==> src/rtl/fwd_hazard_unit.sv <==
// fwd_hazard_unit: operand forwarding select and load-use stall for the pipelined core.
//
// A DEPTH-stage tag scoreboard follows every register write leaving EX. In ID, each used
// source operand looks for its nearest in-flight producer (EX first, then stage 1..DEPTH).
// It then chooses which stage it will read in EX, or stalls if that producer's data is
// not ready in time.
//
// Ports
//   clk, reset      clock, synchronous active-high reset
//   id_valid        ID holds a valid instruction
//   id_rs           NUM_SRC source addresses, operand i at [i*RA_W +: RA_W]
//   id_rs_used      per-operand "actually read" flags
//   ex_valid        EX holds a valid instruction
//   ex_rd           EX destination register
//   ex_reg_write    EX instruction writes ex_rd
//   ex_mem_read     EX instruction is a load
//   flush           kill the ID instruction
//   stall           combinational: hold PC and IF/ID, bubble into ID/EX
//   fwd_sel         registered per-operand select for EX: 0 = regfile, k = stage k
//   hazard_err      sticky: EX read a stage that did not hold the right, ready value
//   stall_count     saturating count of stall cycles

// Per-operand producer search over candidates 0 (EX) .. DEPTH (oldest stage).
module fwd_src_sel #(
    parameter int DEPTH = 2,
    parameter int RA_W  = 5,
    parameter int RS_W  = 2,
    parameter int SEL_W = 2
) (
    input  logic [RA_W-1:0]             rs,
    input  logic                        used,
    input  logic [DEPTH:0]              cand_vld,
    input  logic [DEPTH:0][RA_W-1:0]    cand_rd,
    input  logic [DEPTH:0][RS_W-1:0]    cand_rs,
    output logic [SEL_W-1:0]            sel,
    output logic                        haz
);
    logic found;

    always_comb begin
        sel   = '0;
        haz   = 1'b0;
        found = 1'b0;
        if (used && rs != '0) begin
            for (int p = 0; p <= DEPTH; p++) begin
                if (!found && cand_vld[p] && cand_rd[p] == rs) begin
                    found = 1'b1;
                    // A producer at p is read from stage p+1 in EX. If that lies past
                    // the scoreboard, the value is already in the regfile, so keep sel=0.
                    if (p + 1 <= DEPTH) begin
                        sel = SEL_W'(p + 1);
                        haz = (p + 1) < int'(cand_rs[p]);
                    end
                end
            end
        end
    end
endmodule

module fwd_hazard_unit #(
    parameter int NUM_SRC  = 2,
    parameter int DEPTH    = 2,
    parameter int RA_W     = 5,
    parameter int LOAD_LAT = 1,
    parameter int CNT_W    = 32
) (
    input  logic                              clk,
    input  logic                              reset,
    input  logic                              id_valid,
    input  logic [NUM_SRC*RA_W-1:0]           id_rs,
    input  logic [NUM_SRC-1:0]                id_rs_used,
    input  logic                              ex_valid,
    input  logic [RA_W-1:0]                   ex_rd,
    input  logic                              ex_reg_write,
    input  logic                              ex_mem_read,
    input  logic                              flush,
    output logic                              stall,
    output logic [NUM_SRC*$clog2(DEPTH+1)-1:0] fwd_sel,
    output logic                              hazard_err,
    output logic [CNT_W-1:0]                  stall_count
);
    localparam int SEL_W = $clog2(DEPTH + 1);
    localparam int RS_W  = $clog2(LOAD_LAT + 2) + 1;

    // Scoreboard: stage k holds the write that left EX k cycles ago.
    logic [DEPTH:1]             sb_vld;
    logic [DEPTH:1][RA_W-1:0]   sb_rd;
    logic [DEPTH:1][RS_W-1:0]   sb_rs;

    logic                       ex_wr;
    logic [RS_W-1:0]            ex_ready;
    logic [DEPTH:0]             cand_vld;
    logic [DEPTH:0][RA_W-1:0]   cand_rd;
    logic [DEPTH:0][RS_W-1:0]   cand_rs;

    logic [NUM_SRC-1:0][RA_W-1:0]  rs_vec;
    logic [NUM_SRC-1:0][SEL_W-1:0] sel_nxt;
    logic [NUM_SRC-1:0]            haz_vec;
    logic [NUM_SRC-1:0][SEL_W-1:0] fwd_sel_q;
    logic [NUM_SRC-1:0][RA_W-1:0]  ex_rs_q;
    logic [NUM_SRC-1:0]            bad_vec;
    logic                          kill;

    assign ex_wr    = ex_valid & ex_reg_write & (ex_rd != '0);
    assign ex_ready = ex_mem_read ? RS_W'(1 + LOAD_LAT) : RS_W'(1);
    // Candidate 0 is the live EX instruction, candidates 1..DEPTH are the scoreboard.
    assign cand_vld = {sb_vld, ex_wr};
    assign cand_rd  = {sb_rd, ex_rd};
    assign cand_rs  = {sb_rs, ex_ready};
    assign rs_vec   = id_rs;

    for (genvar i = 0; i < NUM_SRC; i++) begin : g_src
        fwd_src_sel #(.DEPTH(DEPTH), .RA_W(RA_W), .RS_W(RS_W), .SEL_W(SEL_W)) u_sel (
            .rs       (rs_vec[i]),
            .used     (id_rs_used[i]),
            .cand_vld (cand_vld),
            .cand_rd  (cand_rd),
            .cand_rs  (cand_rs),
            .sel      (sel_nxt[i]),
            .haz      (haz_vec[i])
        );

        // The operand now in EX reads stage fwd_sel_q; that stage must hold its register,
        // with data already available.
        always_comb begin
            bad_vec[i] = 1'b0;
            for (int k = 1; k <= DEPTH; k++) begin
                if (fwd_sel_q[i] == SEL_W'(k))
                    bad_vec[i] = !sb_vld[k] || sb_rd[k] != ex_rs_q[i] || int'(sb_rs[k]) > k;
            end
        end
    end

    // Flush wins over a hazard: the ID instruction is dead, so there is nothing to hold.
    assign stall   = id_valid & ~flush & (|haz_vec);
    assign kill    = stall | flush | ~id_valid;
    assign fwd_sel = fwd_sel_q;

    // The tail never stalls: the scoreboard shifts every cycle.
    always_ff @(posedge clk) begin
        if (reset) begin
            sb_vld <= '0;
            sb_rd  <= '0;
            sb_rs  <= '0;
        end else begin
            sb_vld[1] <= ex_wr;
            sb_rd[1]  <= ex_rd;
            sb_rs[1]  <= ex_ready;
            for (int k = 2; k <= DEPTH; k++) begin
                sb_vld[k] <= sb_vld[k-1];
                sb_rd[k]  <= sb_rd[k-1];
                sb_rs[k]  <= sb_rs[k-1];
            end
        end
    end

    always_ff @(posedge clk) begin
        if (reset) begin
            fwd_sel_q   <= '0;
            ex_rs_q     <= '0;
            hazard_err  <= 1'b0;
            stall_count <= '0;
        end else begin
            fwd_sel_q <= kill ? '0 : sel_nxt;
            ex_rs_q   <= rs_vec;
            if (|bad_vec)
                hazard_err <= 1'b1;
            if (stall && stall_count != '1)
                stall_count <= stall_count + 1'b1;
        end
    end
endmodule

==> config.mk <==
export PLATFORM = sky130hd
export DESIGN_NAME = fwd_hazard_unit
export DESIGN_NICKNAME = d
export VERILOG_FILES = /design/src/rtl/fwd_hazard_unit.sv
export SDC_FILE = /design/constraint.sdc
export NUM_CORES = 1
export LEC_CHECK = 0
export CELL_PAD_IN_SITES_DETAIL_PLACEMENT = 0
export CELL_PAD_IN_SITES_GLOBAL_PLACEMENT = 1
export CORE_MARGIN = 5
export CORE_UTILIZATION = 38
export CTS_CLUSTER_DIAMETER = 120
export DETAILED_ROUTE_END_ITERATION = 10
export GPL_ROUTABILITY_DRIVEN = 0
export MAX_ROUTING_LAYER = met4
export PLACE_DENSITY = 0.85
export REMOVE_ABC_BUFFERS = 1
export SLEW_MARGIN = 20
export SYNTH_ARGS = -nofsm -noshare
export SYNTH_HDL_FRONTEND = slang
export SYNTH_SLANG_ARGS = --single-unit
==> constraint.sdc <==
create_clock -name clk -period 3.1 [get_ports clk]
set_clock_uncertainty 0.2 [all_clocks]
set_input_delay 0.31 -clock clk [delete_from_list [all_inputs] [get_ports clk]]
set_output_delay 0.31 -clock clk [all_outputs]
set_load 0.005 [all_outputs]
== Word level (Yosys, flattened, before mapping) ==
Index checks and enable logic that the tools add are counted.

* Word-level logic and storage cells: 90
* Flip-flop bits (word level): 65
* Input bits: 24
* Output and inout port bits: 38

* Equal/unequal tests: 13
* Bitwise operators: 10
* $add $sub $neg: 1
* Muxes and demuxes: 19
* Order comparisons: 4
* Reductions and logical operators: 30

{| class="wikitable"
|+ Operators by type and width
! operator !! number
|-
| adder 32 x 1 -> 32 bit (second input constant) || 1
|-
| != test 32 bit (second input constant) || 1
|-
| equality test 5 bit || 4
|-
| != test 5 bit || 4
|-
| 2-to-1 mux 1 bit || 16
|-
| nonzero test 5 bit || 3
|-
| logical AND 1 bit || 9
|-
| logical OR 1 bit || 8
|-
| OR reduction 4 bit || 2
|-
| 2-to-1 mux 2 bit || 3
|-
| OR reduction 3 bit || 2
|-
| AND 1 bit || 4
|-
| equality test 2 x 1 -> 1 bit (second input constant) || 2
|-
| equality test 2 bit (second input constant) || 2
|-
| zero test 1 bit || 4
|-
| NOT 1 bit || 4
|-
| OR reduction 2 bit || 2
|-
| > comparator 3 x 1 -> 1 bit (second input constant) || 1
|-
| > comparator 3 x 2 -> 1 bit (second input constant) || 1
|-
| < comparator 2 x 3 -> 1 bit (first input constant) || 1
|-
| < comparator 1 x 2 -> 1 bit (first input constant) || 1
|-
| bitwise OR 1 bit || 2
|}

== Logic depth before layout (Yosys ltp) ==
Gate-level depths: netlist of run 1.

* Depth in word-level cells: 15
* Depth in mapped cells: 10
* Gate-level depth less buffers: 7

== Hierarchy ==
A second synthesis of run 1 with hierarchy kept.

* Cells, all modules: 348
* Area, all modules: 3179.3 um2

{| class="wikitable"
|+ Modules (own cells, without submodules)
! module !! area an instance (um2) !! cells each !! times used !! sequential area each (um2)
|-
| fwd_hazard_unit || 2801.4 || 302 || 1 || 1261.2
|-
| fwd_src_sel || 188.9 || 23 || 2 || 0.0
|}

== Worst setup path after synthesis of run 1 ==
Ideal clock, no wire load.

* Path type: input-to-reg
* From: input ex_rd[1]
* To: register stall_count[20]
* Stages: 8
* Setup time: 0.123 ns
* Path buffers: 1
* Setup slack: 0.401 ns
* Data required time: 2.777 ns
* Arrival time: 2.376 ns
* Cell sequence: or4_1 > o211ai_2 > nor4_4 > mux2i_1 > o32a_1 > buf_2 > nor4_1 > mux2_1

* Longest elaborated chain between the ends: 13
* Elaborated cells on any way between the ends: 25
* Those cells by class: eq/ne (2); mux (10); bitwise (2); reduce/logical (11)

{| class="wikitable"
|+ RTL lines
! item !! line !! text
|-
| from (decl) || 73 || <nowiki>input logic [RA_W-1:0] ex_rd,</nowiki>
|-
| nonzero test 5 bit || 104 || <nowiki>assign ex_wr = ex_valid & ex_reg_write & (ex_rd != '0);</nowiki>
|-
| AND 1 bit || 104 ||
|-
| logical AND 1 bit || 46 || <nowiki>if (!found && cand_vld[p] && cand_rd[p] == rs) begin</nowiki>
|-
| 2-to-1 mux 1 bit || 46 ||
|-
| 2-to-1 mux 1 bit || 44 || <nowiki>if (used && rs != '0) begin</nowiki>
|-
| zero test 1 bit || 46 ||
|-
| logical AND 1 bit (2 in a row) || 46 ||
|-
| 2-to-1 mux 1 bit || 46 ||
|-
| 2-to-1 mux 1 bit || 44 ||
|-
| OR reduction 2 bit (*) || 135 || <nowiki>assign stall = id_valid & ~flush & (|haz_vec);</nowiki>
|-
| AND 1 bit (*) || 135 ||
|-
| logical AND 1 bit (*) || 168 || <nowiki>if (stall && stall_count != '1)</nowiki>
|-
| to (signal assigned) || 169 || <nowiki>stall_count <= stall_count + 1'b1;</nowiki>
|-
| to (decl) || 80 || <nowiki>output logic [CNT_W-1:0] stall_count</nowiki>
|}

Mark *: on every way between the ends. The rest lies on a longest branch, timed or not. The select of a mux whose other input is x is not followed.
A chain may end at the register's enable or synchronous reset.

== Final worst setup path of run 1 ==
* From: input ex_rd[1]
* To: register stall_count[25]

Same word-level chain as after synthesis.

==> impl_table.tex, run 1 <==
\begin{tabular}{lr}
\hline
Metric & Value \\
\hline
\multicolumn{2}{l}{\textbf{Route}} \\
\quad Via density per instance & between 5 and 6 \\
\quad Average wire per standard cell & $\sim$15 um \\
\quad Length of the first detailed-routing pass in iterations & 4 \\
\quad \# DRC & 0 \\
\quad Final antenna-violating net count & 0 \\
\quad Aggregate routed wire length & 7730 um \\
\quad Via count of the routed design & 2722 \\
\quad DRC violation total after the first TritonRoute iteration & 48 \\
\multicolumn{2}{l}{\textbf{Power and ir drop}} \\
\quad Leak Pwr & 1.44 nW \\
\quad Worst voltage drop across the vdd grid & 0.269 mV \\
\quad Power per cell area & 416 nW/um\^{}2 \\
\multicolumn{2}{l}{\textbf{Synth}} \\
\quad Post-Syn Area & 3100 sq um \\
\quad Register bit count reported by yosys & 63 \\
\quad Sequential fraction of the synthesis area & 40.7\% \\
\quad Mean instance size in the synthesized netlist & 8.77 sq um \\
\quad Number of distinct library cells after synthesis & 41 \\
\quad Top post-synthesis cells by area & dfxtp\_1, nor2b\_1, xnor2\_1 \\
\quad Synth area leader & dfxtp\_1 \\
\quad Yosys synthesis warning count & 0 \\
\quad Gate count of the mapped netlist & 353 \\
\quad Yosys top cell area share & 40.7\% \\
\multicolumn{2}{l}{\textbf{Clocking}} \\
\quad Buffer type at the clock tree root & clkbuf\_8 \\
\quad Post-CTS setup repair buffer count & 0 \\
\quad Clock tree sinks & 63 \\
\quad Clock tree from TritonCTS & built \\
\quad Reg clk slew, reported paths & 80 ps \\
\quad \# H-tree levels & 3 \\
\quad Number of buffers on the longest clock path & 2 \\
\quad Total CTS buffers & 9 \\
\quad Number of buffers inserted by hold repair at cts & 0 \\
\quad Clock insertion delay at the later pin of the skew report & 350 ps \\
\multicolumn{2}{l}{\textbf{Critical path}} \\
\quad Crit Path Max Fanout & 11 \\
\quad Endpoint class of the critical path & flip-flop \\
\quad Kind of start point of the critical path & input pin \\
\quad Critical path arrival & $\sim$3000 ps \\
\quad WS Path Type & input pin to flip-flop \\
\quad Worst path required time & 3170 ps \\
\multicolumn{2}{l}{\textbf{STA}} \\
\quad Highest achievable clock rate & 332 MHz \\
\quad Share of the clock period used by the worst path after layout & 97.1\% \\
\quad Final count of negative-setup-slack endpoints & 0 \\
\quad Number of slew-limit violations in the final report & 0 \\
\quad Worst Max-Slew Pin Slew & 1030 ps \\
\quad Max-slew headroom & between 30\% and 40\% \\
\quad RSZ-0062 raised after global routing & false \\
\quad Final Critical Period & approximately 3000 ps \\
\quad Min Hold Slack & approximately 220 ps \\
\quad Count of final hold-check violations & 0 \\
\multicolumn{2}{l}{\textbf{Layout}} \\
\quad Commonest non-fill, non-tap cells in the layout & dfxtp\_1, clkdlybuf4s50\_1, nor2b\_1, xnor2\_1, nor2\_1 \\
\quad Final Core Density & $\sim$50\% \\
\quad Layout Nets & 448 \\
\quad Antenna diodes & 0 \\
\quad Fraction of layout instances using a drive strength above 1 & approximately 11\% \\
\quad Area added between synthesis and finish & 32.6\% \\
\quad Most common cell after layout, fill and taps aside & dfxtp\_1 \\
\multicolumn{2}{l}{\textbf{Flow run}} \\
\quad Total of max-cap violations & 0 \\
\multicolumn{2}{l}{\textbf{Placement}} \\
\quad Number of port buffers & around 60 \\
\quad HPWL after detailed placement & 5630 um \\
\multicolumn{2}{l}{\textbf{Die}} \\
\quad Die height & between 100 and 150 um \\
\quad Horizontal die dimension & 100 um \\
\quad Site row count & 33 \\
\quad Overall die area & roughly 10000 sq um \\
\quad Core area & 8090 sq um \\
\quad Io pins & 62 \\
\quad Starting density of the core & 38.2\% \\
\multicolumn{2}{l}{\textbf{Global route}} \\
\quad Largest net degree at the start of global routing & 60 \\
\quad Initial antenna violation count & 0 \\
\quad Remaining global-route overflow & 0 \\
\quad Wire length of the first global-routing pass & 12500 um \\
\quad Via count of the first global-routing pass & between 2000 and 3000 \\
\quad Overall global routing resource usage & 16.2\% \\
\multicolumn{2}{l}{\textbf{Hold path}} \\
\quad Hold crit path type & input pin to flip-flop \\
\multicolumn{2}{l}{\textbf{Outcome}} \\
\quad Status & completed \\
\hline
\end{tabular}
==> synth_stat cells <==
| cell type | instances |
|---|---|
| a21boi_0 | 1 |
| a21oi_1 | 15 |
| a311oi_1 | 1 |
| and2_1 | 2 |
| and3_1 | 4 |
| and3b_1 | 1 |
| and4_1 | 1 |
| and4b_1 | 2 |
| buf_1 | 1 |
| buf_2 | 3 |
| buf_4 | 1 |
| buf_6 | 1 |
| clkbuf_1 | 13 |
| dfxtp_1 | 63 |
| ha_1 | 1 |
| inv_1 | 4 |
| mux2_1 | 4 |
| mux2_2 | 7 |
| mux2i_1 | 3 |
| nand2_1 | 22 |
| nand2b_1 | 1 |
| nand3_1 | 14 |
| nand4_1 | 11 |
| nor2_1 | 24 |
| nor2b_1 | 41 |
| nor3_1 | 11 |
| nor3b_1 | 1 |
| nor4_1 | 6 |
| nor4_4 | 1 |
| o211ai_2 | 1 |
| o21ai_0 | 17 |
| o22ai_1 | 1 |
| o311a_1 | 1 |
| o311ai_0 | 1 |
| o31ai_1 | 7 |
| o32a_1 | 1 |
| or2_2 | 1 |
| or3_1 | 9 |
| or4_1 | 13 |
| xnor2_1 | 28 |
| xor2_1 | 13 |
==> repair_timing <==
item                                    in CTS  in global routing
resized for setup                            3                  7
endpoints found under the setup margin       1                  3
pin swaps                                    1                  2
==> metal layers <==
| metal | routed length (um) | track usage (%) | vias to the layer above |
|---|---|---|---|
| li1 | - | - | 1377 |
| met1 | 3430 | 18.9 | 1278 |
| met2 | 3850 | 26.6 | 52 |
| met3 | 343 | 5.28 | 15 |
| met4 | 107 | 4.56 | 0 |
| met5 | 0 | - | - |
==> power by group <==
group,internal [W],leakage (nW),total [W],switching [W]
clock,0.000392,0.0916,0.000716,0.000325
sequential,0.000826,0.513,0.000843,0.0000169
combinational,0.0000790,0.836,0.000149,0.0000705
==> cell families after synthesis <==
family | Yosys count | share of synthesized area [%]
AOI/OAI and AO/OA | 46 | 8.93
adders and majority gates | 1 | 0.404
muxes | 14 | 4.97
and+or+nand+nor | 165 | 30.1
xor gates and xnor gates | 41 | 11.6
DFF | 63 | 40.7
buffers and inverters | 23 | 3.27
==> area by class of cell <==
| class | instances | area (sq um) |
|---|---|---|
| well taps | 105 | 131 |
| multi-input cells | 267 | 1770 |
| repair buffers | 78 | 731 |
| fillers | 806 | 3990 |
| clock buffers | 11 | 141 |
| flip-flops and latches | 63 | 1260 |
| clock inverters | 5 | 57.6 |
| inverters | 4 | 15.0 |
==> final timing paths <==
path                                      start               to  slack [ps]  depth (start not counted)
worst max-delay path                   ex_rd[1]  stall_count[25]          90                         10
worst min-delay path                   ex_rd[0]       cand_rd[5]         220                          2
worst min register to register       cand_rs[3]       cand_rs[6]         270                          1
worst max register to register  stall_count[12]   stall_count[2]         330                          8
==> sequential cells by signal, indices dropped and copies added (netlist names) <==
name	count
stall_count	32
cand_rs	4
ex_rs_q	10
cand_rd	10
sb_vld	2
hazard_err	1
fwd_sel	4
==> worst max-delay path, cell delays in order <==
cell and delay, ps:
clkdlybuf4s50_1 440, or4_4 560, o211ai_4 240, nor4_1 100
buf_4 160, mux2i_4 180, o32a_1 240, buf_4 200
or4_1 500, a21oi_1 140
==> per-stage QoR <==
stage | setup WS, ps | total power [W] | TNS (ps) | area, sq um | instances
after floorplan | -26.4 | 0.000925 | -26.4 | 3010 | 334
after global placement | -211 | 0.00101 | -3570 | 3870 | 517
after detailed placement | -267 | 0.00101 | -5700 | 3870 | 517
after CTS | 36.9 | 0.00173 | 0 | 4080 | 533
after global routing | 7.05 | 0.00178 | 0 | 4110 | 533
final | 89.3 | 0.00171 | 0 | 4110 | 533
(Power assumes the default switching activity.)
==> run 2: changes to the inputs <==
--- a/config.mk
+++ b/config.mk
@@ -5,6 +5,7 @@
 export SDC_FILE = /design/constraint.sdc
 export NUM_CORES = 1
 export LEC_CHECK = 0
+export CAP_MARGIN = 20
 export CELL_PAD_IN_SITES_DETAIL_PLACEMENT = 0
 export CELL_PAD_IN_SITES_GLOBAL_PLACEMENT = 1
 export CORE_MARGIN = 5
==> results of run 2 <==
The final DEF is identical to that of run 1; final timing and power are the same.
